--- src/rtl/usb_tx_pkg.sv ---
// Shared types and constants for the USB full-speed transmit encoder.
package usb_tx_pkg;

    typedef enum logic [2:0] {
        ST_IDLE,
        ST_SYNC,
        ST_DATA,
        ST_EOP_SE0,
        ST_EOP_J
    } tx_state_t;

    // SYNC pattern, sent LSB-first: seven 0s then a 1 (KJKJKJKK on the line)
    localparam logic [7:0] SYNC_BYTE = 8'h80;

    // Consecutive 1s allowed before a stuffed 0 is forced
    localparam int STUFF_LIMIT = 6;

    // Line states as {d_plus, d_minus}
    localparam logic [1:0] LINE_J   = 2'b10;
    localparam logic [1:0] LINE_K   = 2'b01;
    localparam logic [1:0] LINE_SE0 = 2'b00;

endpackage

--- src/rtl/usb_tx_if.sv ---
// Byte-stream handshake between a packet source and the USB transmit encoder.
interface usb_tx_if;

    logic [7:0] tx_data;
    logic       tx_valid;
    logic       tx_last;
    logic       tx_ready;

    modport master (
        output tx_data,
        output tx_valid,
        output tx_last,
        input  tx_ready
    );

    modport slave (
        input  tx_data,
        input  tx_valid,
        input  tx_last,
        output tx_ready
    );

endinterface

--- src/rtl/usb_bit_timer.sv ---
// Bit-time generator: strobes on the first cycle of every USB bit while enabled.
module usb_bit_timer #(
    parameter int CLKS_PER_BIT = 4
) (
    input  logic clk,
    input  logic n_rst,
    input  logic en,
    output logic bit_strobe
);

    localparam int CW = (CLKS_PER_BIT > 1) ? $clog2(CLKS_PER_BIT) : 1;

    logic [CW-1:0] cnt;

    // Free-running 0..CLKS_PER_BIT-1 while enabled, parked at 0 otherwise
    always_ff @(posedge clk or negedge n_rst) begin
        if (!n_rst) begin
            cnt <= '0;
        end else if (!en) begin
            cnt <= '0;
        end else if (cnt == CW'(CLKS_PER_BIT - 1)) begin
            cnt <= '0;
        end else begin
            cnt <= cnt + 1'b1;
        end
    end

    // Count 0 marks a bit boundary; the first one follows enable immediately
    assign bit_strobe = en && (cnt == '0);

endmodule

--- src/rtl/usb_tx_encoder.sv ---
// USB 1.1 full-speed packet transmitter: SYNC, LSB-first data with bit
// stuffing, NRZI line coding and EOP, driven onto the D+/D- pair.
module usb_tx_encoder
    import usb_tx_pkg::*;
#(
    parameter int CLKS_PER_BIT = 4
) (
    input  logic    clk,
    input  logic    n_rst,
    usb_tx_if.slave bus,
    output logic    tx_busy,
    output logic    tx_done,
    output logic    tx_error,
    output logic    d_plus,
    output logic    d_minus
);

    tx_state_t  state, state_nx;
    logic       bit_strobe;
    logic       timer_en;

    logic [7:0] hold_data;
    logic       hold_last;
    logic       hold_full;
    logic       last_seen;      // final byte of the packet has been taken

    logic [7:0] shift_q;
    logic       cur_last;       // byte in the shift register ends the packet
    logic [3:0] bit_cnt, bit_cnt_nx;
    logic [2:0] ones_cnt, ones_nx;
    logic [1:0] line_q, line_nx; // doubles as the NRZI level register
    logic       aborted;

    logic       accept;
    logic       underrun;
    logic       finish;
    logic       ld_sync;
    logic       ld_data;
    logic       advance;
    logic       send;
    logic       send_bit;

    assign timer_en = (state != ST_IDLE);

    usb_bit_timer #(
        .CLKS_PER_BIT (CLKS_PER_BIT)
    ) u_bit_timer (
        .clk        (clk),
        .n_rst      (n_rst),
        .en         (timer_en),
        .bit_strobe (bit_strobe)
    );

    // Byte boundary reached with nothing to send and no final byte: abort.
    // Kept outside the FSM process so tx_ready can depend on it without a loop.
    assign underrun = bit_strobe && (state == ST_DATA) &&
                      (ones_cnt != 3'(STUFF_LIMIT)) && (bit_cnt == 4'd8) &&
                      !cur_last && !hold_full;

    assign bus.tx_ready = !hold_full && !last_seen && !underrun &&
                          (state inside {ST_IDLE, ST_SYNC, ST_DATA});
    assign accept       = bus.tx_valid && bus.tx_ready;

    assign d_plus  = line_q[1];
    assign d_minus = line_q[0];

    // FSM state register
    always_ff @(posedge clk or negedge n_rst) begin
        if (!n_rst) state <= ST_IDLE;
        else        state <= state_nx;
    end

    // Next state, per-bit line symbol, stuffing and load decisions
    always_comb begin
        state_nx   = state;
        bit_cnt_nx = bit_cnt;
        ones_nx    = ones_cnt;
        line_nx    = line_q;
        ld_sync    = 1'b0;
        ld_data    = 1'b0;
        advance    = 1'b0;
        finish     = 1'b0;
        send       = 1'b0;
        send_bit   = 1'b1;
        unique case (state)
            ST_IDLE: begin
                line_nx    = LINE_J;
                bit_cnt_nx = '0;
                ones_nx    = '0;
                if (accept) state_nx = ST_SYNC;
            end
            ST_SYNC: if (bit_strobe) begin
                send     = 1'b1;
                send_bit = SYNC_BYTE[bit_cnt[2:0]];
                if (bit_cnt == 4'd7) begin
                    ld_sync    = 1'b1;
                    state_nx   = ST_DATA;
                    bit_cnt_nx = '0;
                end else begin
                    bit_cnt_nx = bit_cnt + 4'd1;
                end
            end
            ST_DATA: if (bit_strobe) begin
                if (ones_cnt == 3'(STUFF_LIMIT)) begin
                    // Stuffed 0: the shift register holds its place
                    send     = 1'b1;
                    send_bit = 1'b0;
                end else if (bit_cnt != 4'd8) begin
                    send       = 1'b1;
                    send_bit   = shift_q[0];
                    advance    = 1'b1;
                    bit_cnt_nx = bit_cnt + 4'd1;
                end else if (!cur_last && hold_full) begin
                    // Seamless refill: bit 0 of the next byte goes out now
                    ld_data    = 1'b1;
                    send       = 1'b1;
                    send_bit   = hold_data[0];
                    bit_cnt_nx = 4'd1;
                end else begin
                    // Normal end of packet or underrun abort
                    state_nx   = ST_EOP_SE0;
                    line_nx    = LINE_SE0;
                    bit_cnt_nx = '0;
                    ones_nx    = '0;
                end
            end
            ST_EOP_SE0: if (bit_strobe) begin
                if (bit_cnt == 4'd0) begin
                    bit_cnt_nx = 4'd1;
                end else begin
                    line_nx  = LINE_J;
                    state_nx = ST_EOP_J;
                end
            end
            ST_EOP_J: if (bit_strobe) begin
                finish   = 1'b1;
                state_nx = ST_IDLE;
            end
            default: state_nx = ST_IDLE;
        endcase
        // NRZI: a 0 toggles J/K, a 1 holds the level and extends the run of 1s
        if (send) begin
            line_nx = send_bit ? line_q : ((line_q == LINE_J) ? LINE_K : LINE_J);
            ones_nx = send_bit ? ones_cnt + 3'd1 : '0;
        end
    end

    // Bit counter, ones counter and registered line level
    always_ff @(posedge clk or negedge n_rst) begin
        if (!n_rst) begin
            bit_cnt  <= '0;
            ones_cnt <= '0;
            line_q   <= LINE_J;
        end else begin
            bit_cnt  <= bit_cnt_nx;
            ones_cnt <= ones_nx;
            line_q   <= line_nx;
        end
    end

    // Holding register: a same-edge load and accept leaves it full with the new byte
    always_ff @(posedge clk or negedge n_rst) begin
        if (!n_rst) begin
            hold_full <= 1'b0;
            hold_data <= '0;
            hold_last <= 1'b0;
            last_seen <= 1'b0;
        end else begin
            if (ld_sync || ld_data) hold_full <= 1'b0;
            if (accept) begin
                hold_full <= 1'b1;
                hold_data <= bus.tx_data;
                hold_last <= bus.tx_last;
            end
            if (finish)                     last_seen <= 1'b0;
            else if (accept && bus.tx_last) last_seen <= 1'b1;
        end
    end

    // Shift register, LSB leaves first
    always_ff @(posedge clk or negedge n_rst) begin
        if (!n_rst) begin
            shift_q  <= '0;
            cur_last <= 1'b0;
        end else if (ld_sync) begin
            shift_q  <= hold_data;
            cur_last <= hold_last;
        end else if (ld_data) begin
            shift_q  <= {1'b0, hold_data[7:1]};
            cur_last <= hold_last;
        end else if (advance) begin
            shift_q  <= {1'b0, shift_q[7:1]};
        end
    end

    // Status outputs: busy spans the packet, done/error are single-cycle pulses
    always_ff @(posedge clk or negedge n_rst) begin
        if (!n_rst) begin
            tx_busy  <= 1'b0;
            tx_done  <= 1'b0;
            tx_error <= 1'b0;
            aborted  <= 1'b0;
        end else begin
            tx_busy  <= (state != ST_IDLE) && !finish;
            tx_done  <= finish && !aborted;
            tx_error <= underrun;
            if (underrun)    aborted <= 1'b1;
            else if (finish) aborted <= 1'b0;
        end
    end

endmodule

--- src/flat_wrapper.sv ---
// flat-port wrapper written by rule: the top's interface ports become plain ports
module usb_tx_encoder_flat import usb_tx_pkg::*;
#(
    parameter int CLKS_PER_BIT = 4
)
  (clk, n_rst, tx_busy, tx_done, tx_error, d_plus, d_minus, bus_tx_data, bus_tx_valid, bus_tx_last, bus_tx_ready);
  usb_tx_if bus_i ();
  input  logic clk;
  input  logic n_rst;
  output logic tx_busy;
  output logic tx_done;
  output logic tx_error;
  output logic d_plus;
  output logic d_minus;
  input wire logic [$bits(bus_i.tx_data)-1:0] bus_tx_data;
  input wire logic [$bits(bus_i.tx_valid)-1:0] bus_tx_valid;
  input wire logic [$bits(bus_i.tx_last)-1:0] bus_tx_last;
  output wire logic [$bits(bus_i.tx_ready)-1:0] bus_tx_ready;
  assign bus_i.tx_data = bus_tx_data;
  assign bus_i.tx_valid = bus_tx_valid;
  assign bus_i.tx_last = bus_tx_last;
  assign bus_tx_ready = bus_i.tx_ready;
  usb_tx_encoder #(.CLKS_PER_BIT(CLKS_PER_BIT)) u_core (.clk(clk), .n_rst(n_rst), .bus(bus_i), .tx_busy(tx_busy), .tx_done(tx_done), .tx_error(tx_error), .d_plus(d_plus), .d_minus(d_minus));
endmodule
--- config.mk ---
export PLATFORM = sky130hd
export DESIGN_NAME = usb_tx_encoder_flat
export DESIGN_NICKNAME = d
export VERILOG_FILES = /design/src/rtl/usb_tx_pkg.sv /design/src/rtl/usb_tx_if.sv /design/src/rtl/usb_bit_timer.sv /design/src/rtl/usb_tx_encoder.sv /design/src/flat_wrapper.sv
export SDC_FILE = /design/constraint.sdc
export NUM_CORES = 1
export LEC_CHECK = 0
export ABC_AREA = 1
export BUFFER_PORTS_ARGS = -buffer_cell sky130_fd_sc_hd__buf_2
export CAP_MARGIN = 20
export CORE_ASPECT_RATIO = 0.7
export CORE_MARGIN = 3
export CORE_UTILIZATION = 55
export CTS_CLUSTER_DIAMETER = 30
export CTS_CLUSTER_SIZE = 24
export DETAILED_ROUTE_END_ITERATION = 12
export GPL_ROUTABILITY_DRIVEN = 0
export HOLD_SLACK_MARGIN = 0.15
export PLACE_DENSITY = 0.78
export SLEW_MARGIN = 10
export SYNTH_ARGS = -nofsm -noshare
export SYNTH_HDL_FRONTEND = slang
export SYNTH_HIERARCHICAL = 1
export SYNTH_SLANG_ARGS = --single-unit
export TNS_END_PERCENT = 1
--- constraint.sdc ---
create_clock -name clk -period 3.56 [get_ports clk]
set_input_delay 0 -clock clk [delete_from_list [all_inputs] [get_ports clk]]
set_output_delay 0 -clock clk [all_outputs]
set_load 0.02 [all_outputs]
==> metrics.txt, run 1 <==
Hold Slack 0.352 ns; Synth area leaders dfrtp_1, nand2_1, inv_1; Fin. Hold Viols 0; row cnt 18; crit path time final 2.76 ns; worst hold path class input pin to asynchronous set/reset pin; RSZ-0062 raised after global routing false; Worst-Skew Late Latency 0.29 ns; Worst setup SP type flop; WL/cell 13.1 µm; post-route ant nets 0; Rel. slew slack 44.5%; mapped cell area 2130 µm²; PwrDens 353 nW/µm²; Crit path largest cell delay 0.56 ns; WL final 4660 µm; Fmax 362 MHz; total CTS buffers 5; P&R area growth vs syn 18.5%; Yosys top cell area share 43.5%; DIE AREA 4660 µm²; CTS clk-pin slew, worst paths 0.08 ns; Max-Cap Viols 0; GRT Util Overall 22.5%; WP data arrival 2.99 ns; DP Area 2240 µm²; mux contribution to synthesized area 0%; Worst VDD drop 0.243 mV; WP buf/inv 5; CP required 3.79 ns; pre-CTS setup slack 1.34 ns; post-synthesis xor/xnor area fraction 0.823%; Layout Nets 323; Post-Synthesis Cells 271; Distinct cells, synth 28; layout cell share with drive strength beyond 1 15.4%; number of global-route vias before repair 1675; Sink Count 38; Max Clock Skew 0.00720 ns; Post-DP HPWL 3180 µm; Adder-Cell Fraction of Synth Area 3.53%; Antenna Cells 0; Max clock buf depth 2; design area 2520 µm²; # DRC 0; first-pass GRT wire length 8130 µm; Final WS setup 0.800 ns; slowest CP cell dlygate4sd3_1; sequential fraction of the synthesis area 44.7%; setup tns final 0 ns; status complete, no violations; largest family of logic cells by synthesized area simple AND/OR/NAND/NOR gates; input/output buffers 17; actual slew at the worst max-slew pin 0.832 ns; Crit Path Max Fanout 19; width of the die 80.4 µm; Pre-antenna DRT Iters 5; Initial Util 58.7%; Layout Utilization 69.5%; Max Slew Vio Count 0; Synth Register Bits 38; Ys Warns 6; CP Cell Sequence inv_2 -> nand2_2 -> nor2_1 -> inv_1 -> nand2_1 -> inv_1 -> inv_2 -> nor3_4 -> nand2_2 -> nand3_4 -> nor2_1 -> a21oi_1 -> dlygate4sd3_1; CTS H-tree lvls 2; endpoints failing setup 0; grt ovf 0; post-synth top area cell dfrtp_1; initial antenna violation count 0; critical path's top delay family buffers and inverters; leakage 1.39 nW; syn avg cell area 7.85 µm²; num ports 18; CP Capture Type flop; critical path class flop to flop; largest net degree at the start of global routing 39; root buffer cell clkbuf_8; TritonCTS clock tree done; crit share post-route 77.5%; setup bufs post-CTS 0; complex-gate fraction of the synthesized area 12.2%; Core ar. 3630 µm²; Die Ht 58.0 µm; vias per inst 5.29; starting DRC count in detailed routing 230; syn_nets 289; Synth Area in Simple Gates 31.0%; via count 1882
-- final timing paths --
kind                                           startpoint  slack [ns]                         to  depth (start not counted)
worst max-delay path                      u_core/state[2]        0.80        u_core/hold_data[6]                         13
worst min-delay path                                n_rst        0.35           u_core/line_q[0]                          2
min in group clk                u_core/u_bit_timer/cnt[0]        0.44  u_core/u_bit_timer/cnt[0]                          1
max in group asynchronous                           n_rst        2.68          u_core/bit_cnt[2]                          2
worst max register to register            u_core/state[2]        0.80        u_core/hold_data[6]                         13
worst min register to register  u_core/u_bit_timer/cnt[0]        0.44  u_core/u_bit_timer/cnt[0]                          1
-- worst reg2reg max path, cell delays in order (launching register included) --
cell           delay (ns)
dfrtp_1              0.47
inv_2                0.08
nand2_2              0.12
nor2_1               0.10
inv_1                0.12
nand2_1              0.06
inv_1                0.20
inv_2                0.13
nor3_4               0.28
nand2_2              0.15
nand3_4              0.20
nor2_1               0.09
a21oi_1              0.14
dlygate4sd3_1        0.56
-- stage by stage --
stage               total power, mW  std cells
floorplan                     0.440        271
finish                        0.891        356
global placement              0.455        334
detailed placement            0.455        334
global route                  0.917        356
CTS                           0.899        356
-- synthesized netlist by cell type --
cell type / instances
nand2_1: 75
dfrtp_1: 37
inv_1: 30
nor2_1: 25
nand3_1: 22
a21oi_1: 19
o21ai_0: 13
o211ai_1: 7
ha_1: 6
inv_2: 5
nand2_2: 5
nand4_1: 4
nor2_2: 4
a21oi_4: 2
buf_2: 2
buf_6: 2
xor2_1: 2
and2_1: 1
dfstp_2: 1
nand2_4: 1
nand3_4: 1
nor2_4: 1
nor2_8: 1
nor3_1: 1
nor3_4: 1
o21ai_1: 1
o221ai_1: 1
or2_0: 1
-- final cells by class --
class | count | area, µm²
Clock buffer | 5 | 68.8
Inverter | 35 | 131
Timing Repair Buffer | 31 | 225
Fill cell | 285 | 1100
Clock inverter | 3 | 68.8
Sequential cell | 38 | 952
Multi-Input combinational cell | 194 | 1010
Tap cell | 50 | 62.6
-- cell families (layout without fill, tap and decap cells) --
family	after synthesis	in the layout
XOR/XNOR	2	2
AO/OA/AOI/OAI	43	43
flip-flops	38	38
adder cells (fa/ha/maj)	6	6
AND/OR/NAND/NOR	143	143
buffers and inverters	39	74
-- routing by layer --
metal	wire length [µm]	up-vias	GRT usage [%]
met2	1970	59	30.8
met4	16	0	5.06
met3	326	2	5.28
met5	0	-	0
li1	-	947	-
met1	2340	874	35.8
-- cell usage in the layout, fill, tap and decap left out, drive strengths merged --
cell / n
buf: 17
bufinv: 2
ha: 6
clkbuf: 5
nand4: 4
dlygate4sd3: 14
o21ai: 14
and2: 1
xor2: 2
nand3: 23
o211ai: 7
a21oi: 21
nand2: 81
inv: 35
dfstp: 1
nor2: 31
o221ai: 1
or2: 1
nor3: 2
clkinv: 1
dfrtp: 37
-- power by group --
part	internal (mW)	switching [mW]	leakage [nW]
sequential	0.431	0	0.475
clock	0.281	0.155	0.0683
combinational	0.0121	0.0118	0.844
-- timing repair --
item / 4_1_cts / 5_1_grt
hold buffers: 14 / 0
endpoints found under the setup margin: 0 / 0
endpoints found under the hold margin: 48 / 0
resized for setup: 0 / 0
-- state kept, by name, indices dropped and copies added, names as in the netlist --
register,count
u_core/aborted,1
u_core/bit_cnt,4
u_core/cur_last,1
u_core/hold_data,8
u_core/hold_full,1
u_core/hold_last,1
u_core/last_seen,1
u_core/line_q,2
u_core/ones_cnt,3
u_core/shift_q,8
u_core/state,3
u_core/tx_busy,1
u_core/tx_done,1
u_core/tx_error,1
u_core/u_bit_timer/cnt,2
Note: power is estimated with default switching activity, not from simulation.
==> run 2, diff against run 1 <==
--- a/config.mk
+++ b/config.mk
@@ -5,18 +5,18 @@
 export SDC_FILE = /design/constraint.sdc
 export NUM_CORES = 1
 export LEC_CHECK = 0
-export ABC_AREA = 1
+export ABC_AREA = 0
 export BUFFER_PORTS_ARGS = -buffer_cell sky130_fd_sc_hd__buf_2
 export CAP_MARGIN = 20
 export CORE_ASPECT_RATIO = 0.7
 export CORE_MARGIN = 3
-export CORE_UTILIZATION = 55
+export CORE_UTILIZATION = 53
 export CTS_CLUSTER_DIAMETER = 30
 export CTS_CLUSTER_SIZE = 24
 export DETAILED_ROUTE_END_ITERATION = 12
 export GPL_ROUTABILITY_DRIVEN = 0
 export HOLD_SLACK_MARGIN = 0.15
-export PLACE_DENSITY = 0.78
+export PLACE_DENSITY = 0.79
 export SLEW_MARGIN = 10
 export SYNTH_ARGS = -nofsm -noshare
 export SYNTH_HDL_FRONTEND = slang
==> constraint.sdc (replaced) <==
create_clock -name clk -period 2.2 [get_ports clk]
set_input_delay 0 -clock clk [delete_from_list [all_inputs] [get_ports clk]]
set_output_delay 0 -clock clk [all_outputs]
set_load 0.02 [all_outputs]
==> run 2 against run 1 <==
Setup slack lost 0.75 ns; wire length is 7.7% lower; via count down 15%; combinational power grew to 8.9 times the previous value; critical path type unchanged; largest cell class unchanged; largest power group is now registers; highest routed layer unchanged.
==> metrics.txt, run 2 <==
vias per inst 5.58 (+5.5%); WL/cell 14.9 µm (+14%); Adder-Cell Fraction of Synth Area 3.53% (+0.0062 points); CP required 2.37 ns (-1.42 ns); Post-synth ARST share 100% (unchanged); Top Registers u_core/hold_data x8, u_core/shift_q x8, u_core/bit_cnt x4; sequential fraction of the synthesis area 44.8% (+0.079 points); starting DRC count in detailed routing 115 (-50%); PwrDens 596 nW/µm² (+69%); complex-gate fraction of the synthesized area 19.5% (+7.3 points); most frequent cell after synthesis dfrtp_1; Synth Area in Simple Gates 17.4% (-14 points); Rel. slew slack 44.3% (-0.20 points); Final WS setup 0.0547 ns (-0.745 ns); number of synthesized flops with an enable pin 0 (unchanged); Crit Path Max Fanout 6 (-13); setup tns final 0 ns (unchanged); crit share post-route 97.5% (+20 points); Max clock buf depth 2 (unchanged); crit path time final 2.15 ns (-0.615 ns); WP buf/inv 1 (-4); largest family of logic cells by synthesized area compound AO/OA/AOI/OAI gates; largest net degree at the start of global routing 39 (unchanged); Synth Register Bits 38 (unchanged); WL final 4300 µm (-7.7%); number of global-route vias before repair 1465 (-13%); Worst setup SP type flop; Pre-antenna DRT Iters 4 (-1); Max Clock Skew 0.00586 ns (-0.00135 ns); Initial Util 57.5% (-1.2 points); Fill cells 280 (-1.8%); mux contribution to synthesized area 9.48% (+9.5 points); grt ovf 0 (unchanged); most frequent cells in the layout dfrtp_1, buf_2, nor2_1, nand2_1, inv_1; TritonCTS clock tree done; slowest CP cell or3b_4; input/output buffers 17 (unchanged); status complete, no violations; actual slew at the worst max-slew pin 0.835 ns (+0.00299 ns); # DRC 0 (unchanged); commonest non-fill, non-tap cell in the layout dfrtp_1; root buffer cell clkbuf_8; post-synth top area cell dfrtp_1; Fin. Hold Viols 0 (unchanged); Post-DP HPWL 2960 µm (-6.9%); mapped cell area 2120 µm² (-0.18%); Sink Count 38 (unchanged); Worst VDD drop 0.522 mV (+110%); layout cell share with drive strength beyond 1 27.7% (+12 points); Layout Utilization 68.7% (-0.80 points); Hold Slack 0.353 ns (+0.00112 ns); Core ar. 3690 µm² (+1.9%); CP Capture Type flop; initial antenna violation count 0 (unchanged); Fmax 466 MHz (+29%); worst hold path class input pin to asynchronous set/reset pin; syn avg cell area 10.7 µm² (+37%); DIE AREA 4820 µm² (+3.3%); leakage 1.24 nW (-10%); width of the die 81.7 µm (+1.6%); Synth top cells by count dfrtp_1, nand2_1, nor2_1, inv_1, a21o_1; CTS clk-pin slew, worst paths 0.07 ns (about the same); via count 1607 (-15%); CTS H-tree lvls 2 (unchanged); row cnt 18 (unchanged); endpoints failing setup 0 (unchanged); first-pass GRT wire length 7310 µm (-10%); syn_nets 216 (-25%); CP Cell Sequence nor2_2 -> nand2_2 -> and2_1 -> a21boi_4 -> and4_4 -> or3b_4 -> buf_12 -> mux2_4; post-synthesis xor/xnor area fraction 0% (-0.82 points); Max Slew Vio Count 0 (unchanged); Ys Warns 6 (unchanged); Layout Nets 256 (-21%); Yosys top cell area share 43.6% (+0.077 points); pre-CTS setup slack -0.0248 ns (-1.37 ns); P&R area growth vs syn 19.5%; WP data arrival 2.31 ns (-0.68 ns); num ports 18 (unchanged); Distinct cells, synth 54 (+93%); Synth area leaders dfrtp_1, mux2_4, a21o_1; Worst-Skew Late Latency 0.28 ns (about the same); ys flop type dfrtp_1; Max-Cap Viols 0 (unchanged); Die Ht 59.0 µm (+1.6%); critical path's top delay family simple AND/OR/NAND/NOR gates; GRT Util Overall 20.0% (-2.5 points); post-route ant nets 0 (unchanged); Antenna Cells 0 (unchanged); total CTS buffers 5 (unchanged); Post-Synthesis Cells 198 (-27%); Crit path largest cell delay 0.44 ns (-0.12 ns); critical path class flop to flop
run 2: area by class of cell:
class | count | area (µm²) | share of cell area (%)
inverters | 12 | 45.0 | 1.77
flip-flops and latches | 38 | 952 | 37.5
multi-input cells | 140 | 1080 | 42.6
well taps | 50 | 62.6 | 2.46
repair buffers | 41 | 318 | 12.5
clock inverters | 2 | 10.0 | 0.394
clock buffers | 5 | 68.8 | 2.71
run 2: timing repair:
item | CTS | global route
setup endpoints to repair | 5 | 16
pin swaps | 1 | 3
resized for setup | 1 | 5
hold endpoints to repair | 47 | 0
hold buffers | 11 | 0
setup buffers | 0 | 3
run 2: logic make-up (layout without fill, tap and decap cells):
| group | after synthesis | count (layout) |
|---|---|---|
| AO/OA/AOI/OAI | 56 | 56 |
| AND/OR/NAND/NOR | 62 | 62 |
| flip-flops | 38 | 38 |
| buffers and inverters | 20 | 60 |
| adder cells (fa/ha/maj) | 6 | 6 |
| multiplexers | 16 | 16 |
run 2: final timing paths:
check	slack, ns	endpoint	start	depth (start not counted)
max reg2reg	0.05	u_core/hold_data[0]	u_core/state[0]	8
min in group clk	0.43	u_core/tx_done	u_core/aborted	1
max in group asynchronous	1.32	u_core/hold_data[0]	n_rst	2
min reg2reg	0.43	u_core/tx_done	u_core/aborted	1
max	0.05	u_core/hold_data[0]	u_core/state[0]	8
min	0.35	u_core/ones_cnt[1]	n_rst	2
run 2: routing by layer:
layer	vias to the layer above	wire length, µm	track usage, %
met5	-	0	0
met4	0	24	5.69
met3	4	215	4.56
met2	48	1780	27.4
met1	758	2290	31.4
li1	797	-	-
run 2: where the power goes:
| part | switching, mW | leakage [nW] | internal, mW |
|---|---|---|---|
| sequential | 0.0731 | 0.471 | 0.786 |
| combinational | 0.0753 | 0.727 | 0.137 |
| clock | 0.230 | 0.0438 | 0.212 |
| total | 0.378 | 1.24 | 1.14 |
run 2: stage by stage:
stage	cell area, µm²	std cells	total power [mW]
final	2540	288	1.51
after global routing	2540	288	1.58
after CTS	2470	285	1.51
after detailed placement	2280	267	1.06
after global placement	2280	267	1.05
after floorplan	2130	198	0.992
==> run 3, diff against run 2 <==
--- a/config.mk
+++ b/config.mk
@@ -5,7 +5,7 @@
 export SDC_FILE = /design/constraint.sdc
 export NUM_CORES = 1
 export LEC_CHECK = 0
-export ABC_AREA = 0
+export ABC_AREA = 1
 export BUFFER_PORTS_ARGS = -buffer_cell sky130_fd_sc_hd__buf_2
 export CAP_MARGIN = 20
 export CORE_ASPECT_RATIO = 0.7
@@ -20,6 +20,5 @@
 export SLEW_MARGIN = 10
 export SYNTH_ARGS = -nofsm -noshare
 export SYNTH_HDL_FRONTEND = slang
-export SYNTH_HIERARCHICAL = 1
 export SYNTH_SLANG_ARGS = --single-unit
 export TNS_END_PERCENT = 1
==> run 3 against run 2 <==
Synthesized cell count grew 38%; flip-flop and latch count is the same; combinational power shrank 82%; sequential power shrank 19%; synthesized area grew 3.1%; setup slack gained 0.15 ns; final area shrank 1.7%; critical endpoint is now u_core.line_q[0]; count of clock-buffer cells in the layout grew 2; critical path depth grew 3.
==> metrics.txt, run 3 <==
worst-case reg-to-reg path depth 11 (+3); mux contribution to synthesized area 0% (-9.5 points); Post-synth ARST share 100% (unchanged); CTS clk-pin slew, worst paths 0.07 ns (about the same); total internal power 971 µW (-15%); root buffer cell clkbuf_8; num ports 18 (unchanged); Adder-Cell Fraction of Synth Area 4.00% (+0.47 points); initial antenna violation count 0 (unchanged); most frequent cell after synthesis nand2_1; Worst setup SP type flop; design area 2490 µm² (-1.7%); GRT Max-Usage Layer met1; Max clock buf depth 2 (unchanged); critical path class flop to flop; CP Cell Sequence inv_1 -> ha_1 -> nand3_2 -> nor2_1 -> nand2_1 -> nand2_1 -> nand2_2 -> nand2_1 -> nand3_1 -> nand2_1 -> nand2_1; NetSw 254 µW (-33%); Layout Nets 323 (+26%); Distinct cells, synth 29 (-46%); Synth top cells by count nand2_1, dfrtp_1, inv_1, nor2_1, a21oi_1; ys flop type dfrtp_1; Max Clock Skew 0.00425 ns (-0.00160 ns); Pre-antenna DRT Iters 4 (unchanged); fin cells 355 (+23%); largest net degree at the start of global routing 39 (unchanged); clock power share 39.8% (+11 points); post-cts resize count 0 (-1); Die Ht 59.8 µm (+1.4%); critical path's top delay family simple AND/OR/NAND/NOR gates; GRT Util Overall 20.5% (+0.46 points); DP Area 2290 µm² (+0.49%); WL final 4610 µm (+7.0%); M3 GR Usage 5.10% (+0.54 points); Hold Slack 0.352 ns (-0.00165 ns); input/output buffers 17 (unchanged); first-pass GRT wire length 8020 µm (+9.6%); starting DRC count in detailed routing 133 (+16%); status complete, no violations; Worst R2R Start u_core.bit_cnt[0]; complex-gate fraction of the synthesized area 12.2% (-7.3 points); grt ovf 0 (unchanged); reg2reg end u_core.line_q[0]; actual slew at the worst max-slew pin 0.840 ns (+0.00450 ns); endpoints failing setup 0 (unchanged); Worst VDD drop 0.384 mV (-26%); post-route ant nets 0 (unchanged); final total power 1.22 mW (-19%); # DRC 0 (unchanged); crit path time final 1.99 ns (-0.154 ns); number of synthesized flops with an enable pin 0 (unchanged); PwrDens 491 nW/µm² (-18%); Fin. Hold Viols 0 (unchanged); total CTS buffers 5 (unchanged); met1 usage 30.4% (-0.99 points); Flop pwr share 57.0% (+0.2 points); CTS H-tree lvls 2 (unchanged); Fill cells 316 (+13%); M2 GR Usage 28.9% (+1.5 points); Top Registers u_core.hold_data x8, u_core.shift_q x8, u_core.bit_cnt x4; row cnt 18 (unchanged); Sink Count 38 (unchanged); placed insts 336 (+26%); largest family of logic cells by synthesized area simple AND/OR/NAND/NOR gates; Crit path largest cell delay 0.40 ns (-0.04 ns); Initial Util 58.6% (+1.0 points); Max-Cap Viols 0 (unchanged); RSZ-0062 raised after global routing false; sequential fraction of the synthesis area 43.5% (-1.3 points); Post-DP HPWL 3310 µm (+12%); Post-Synthesis Cells 274 (+38%); post-synth top area cell dfrtp_1; crit share post-route 90.5% (-7.0 points); vias per inst 5.12 (-8.2%); number of global-route vias before repair 1701 (+16%); Crit Path Max Fanout 6 (unchanged); R2R setup slack 0.21 ns (+0.15 ns); worst hold path class input pin to asynchronous set/reset pin; DIE AREA 4950 µm² (+2.8%); most frequent cells in the layout nand2_1, dfrtp_1, inv_1; TritonCTS clock tree done; WL/cell 13.0 µm (-13%); Combinational Power Share 3.2% (-11 points); WP buf/inv 1 (unchanged); Synth Area in Simple Gates 31.9% (+15 points); most used cell, CP nand2_1; layout cell share with drive strength beyond 1 16.4% (-11 points); Antenna Cells 0 (unchanged); commonest non-fill, non-tap cell in the layout nand2_1; syn avg cell area 7.99 µm² (-26%); CP Capture Type flop; via count 1819 (+13%); P&R area growth vs syn 13.9%; mapped cell area 2190 µm² (+3.1%); Core ar. 3740 µm² (+1.2%); CP required 2.38 ns (about the same); Yosys top cell area share 42.3% (-1.3 points); leakage 1.41 nW (+14%); syn_nets 293 (+36%); setup bufs post-CTS 0 (unchanged); Ys Warns 0 (-6); Worst-Skew Late Latency 0.28 ns (about the same); WP data arrival 2.17 ns (-0.14 ns); setup tns final 0 ns (unchanged); sw frac 20.8% (-4.2 points); width of the die 82.8 µm (+1.4%); Max Slew Vio Count 0 (unchanged); Fmax 502 MHz (+7.7%); Synth area leaders dfrtp_1, nand2_1, inv_1; Synth Register Bits 38 (unchanged); Rel. slew slack 44.0% (-0.30 points); slowest CP cell dfrtp_1; post-synthesis xor/xnor area fraction 0.400% (+0.40 points)
## run 3: cell count changes in the layout (fill, tap and decap cells not counted), sizes merged, moves of 6 or more
cell | before | now
a211oi | 8 | 0
a21o | 11 | 0
a21oi | 4 | 22
a31oi | 6 | 0
buf | 30 | 17
inv | 12 | 34
mux2 | 9 | 0
mux2i | 7 | 0
nand2 | 15 | 89
nand3 | 5 | 18
nor2 | 15 | 33
o211ai | 0 | 7
## run 3: what timing repair did
item	CTS	global route
endpoints found under the setup margin	0	0
hold endpoints to repair	47	0
hold buffers	11	0
## run 3: worst max path at each step
stage / from / to / slack [ns] / cells past startpoint
2_1_floorplan: u_core.bit_cnt[0] / u_core.line_q[0] / 0.59 / 11
3_5_place_dp: u_core.bit_cnt[0] / u_core.line_q[0] / 0.30 / 11
6_report: u_core.bit_cnt[0] / u_core.line_q[0] / 0.21 / 11
3_3_place_gp: u_core.bit_cnt[0] / u_core.line_q[0] / 0.25 / 11
4_1_cts: u_core.bit_cnt[0] / u_core.line_q[0] / 0.22 / 11
5_1_grt: u_core.bit_cnt[0] / u_core.line_q[0] / 0.04 / 11
## run 3: routing by layer
layer / vias up / part of all wire, %
met1: 810 / 51
met5: - / 0
met4: 0 / 2.2
met2: 60 / 41
met3: 11 / 6.1
li1: 938 / -
## run 3: layout make-up
cell class                 instances  area, µm²  area share (%)
clock inverter                     1       5.00           0.201
multi-input combinational        197       1060            42.5
clock buffer                       7       86.3            3.46
tap                               50       62.6            2.51
inverter                          34        133            5.32
timing repair buffer              28        195            7.82
sequential                        38        952            38.2
## run 3: stage by stage
stage               util (%)  worst slack [ns]
detailed placement      61.3             0.297
CTS                     66.7             0.224
floorplan                  -             0.589
global placement        61.3             0.247
finish                  66.7             0.208
global route            66.7            0.0358
## run 3: kinds of logic after synthesis
family,Yosys count
compound gates,40
xor+xnor,1
fa+ha+maj,7
buf+inv,39
flops,38
simple gates,149
## run 3: power groups by stage
stage | logic, mW | clock network (mW) | registers (mW)
floorplan | 0.000114 | 0 | 0.712
global placement | 0.0244 | 0 | 0.712
CTS | 0.0395 | 0.498 | 0.698
global route | 0.0432 | 0.529 | 0.698
finish | 0.0388 | 0.488 | 0.698
detailed placement | 0.0245 | 0 | 0.712
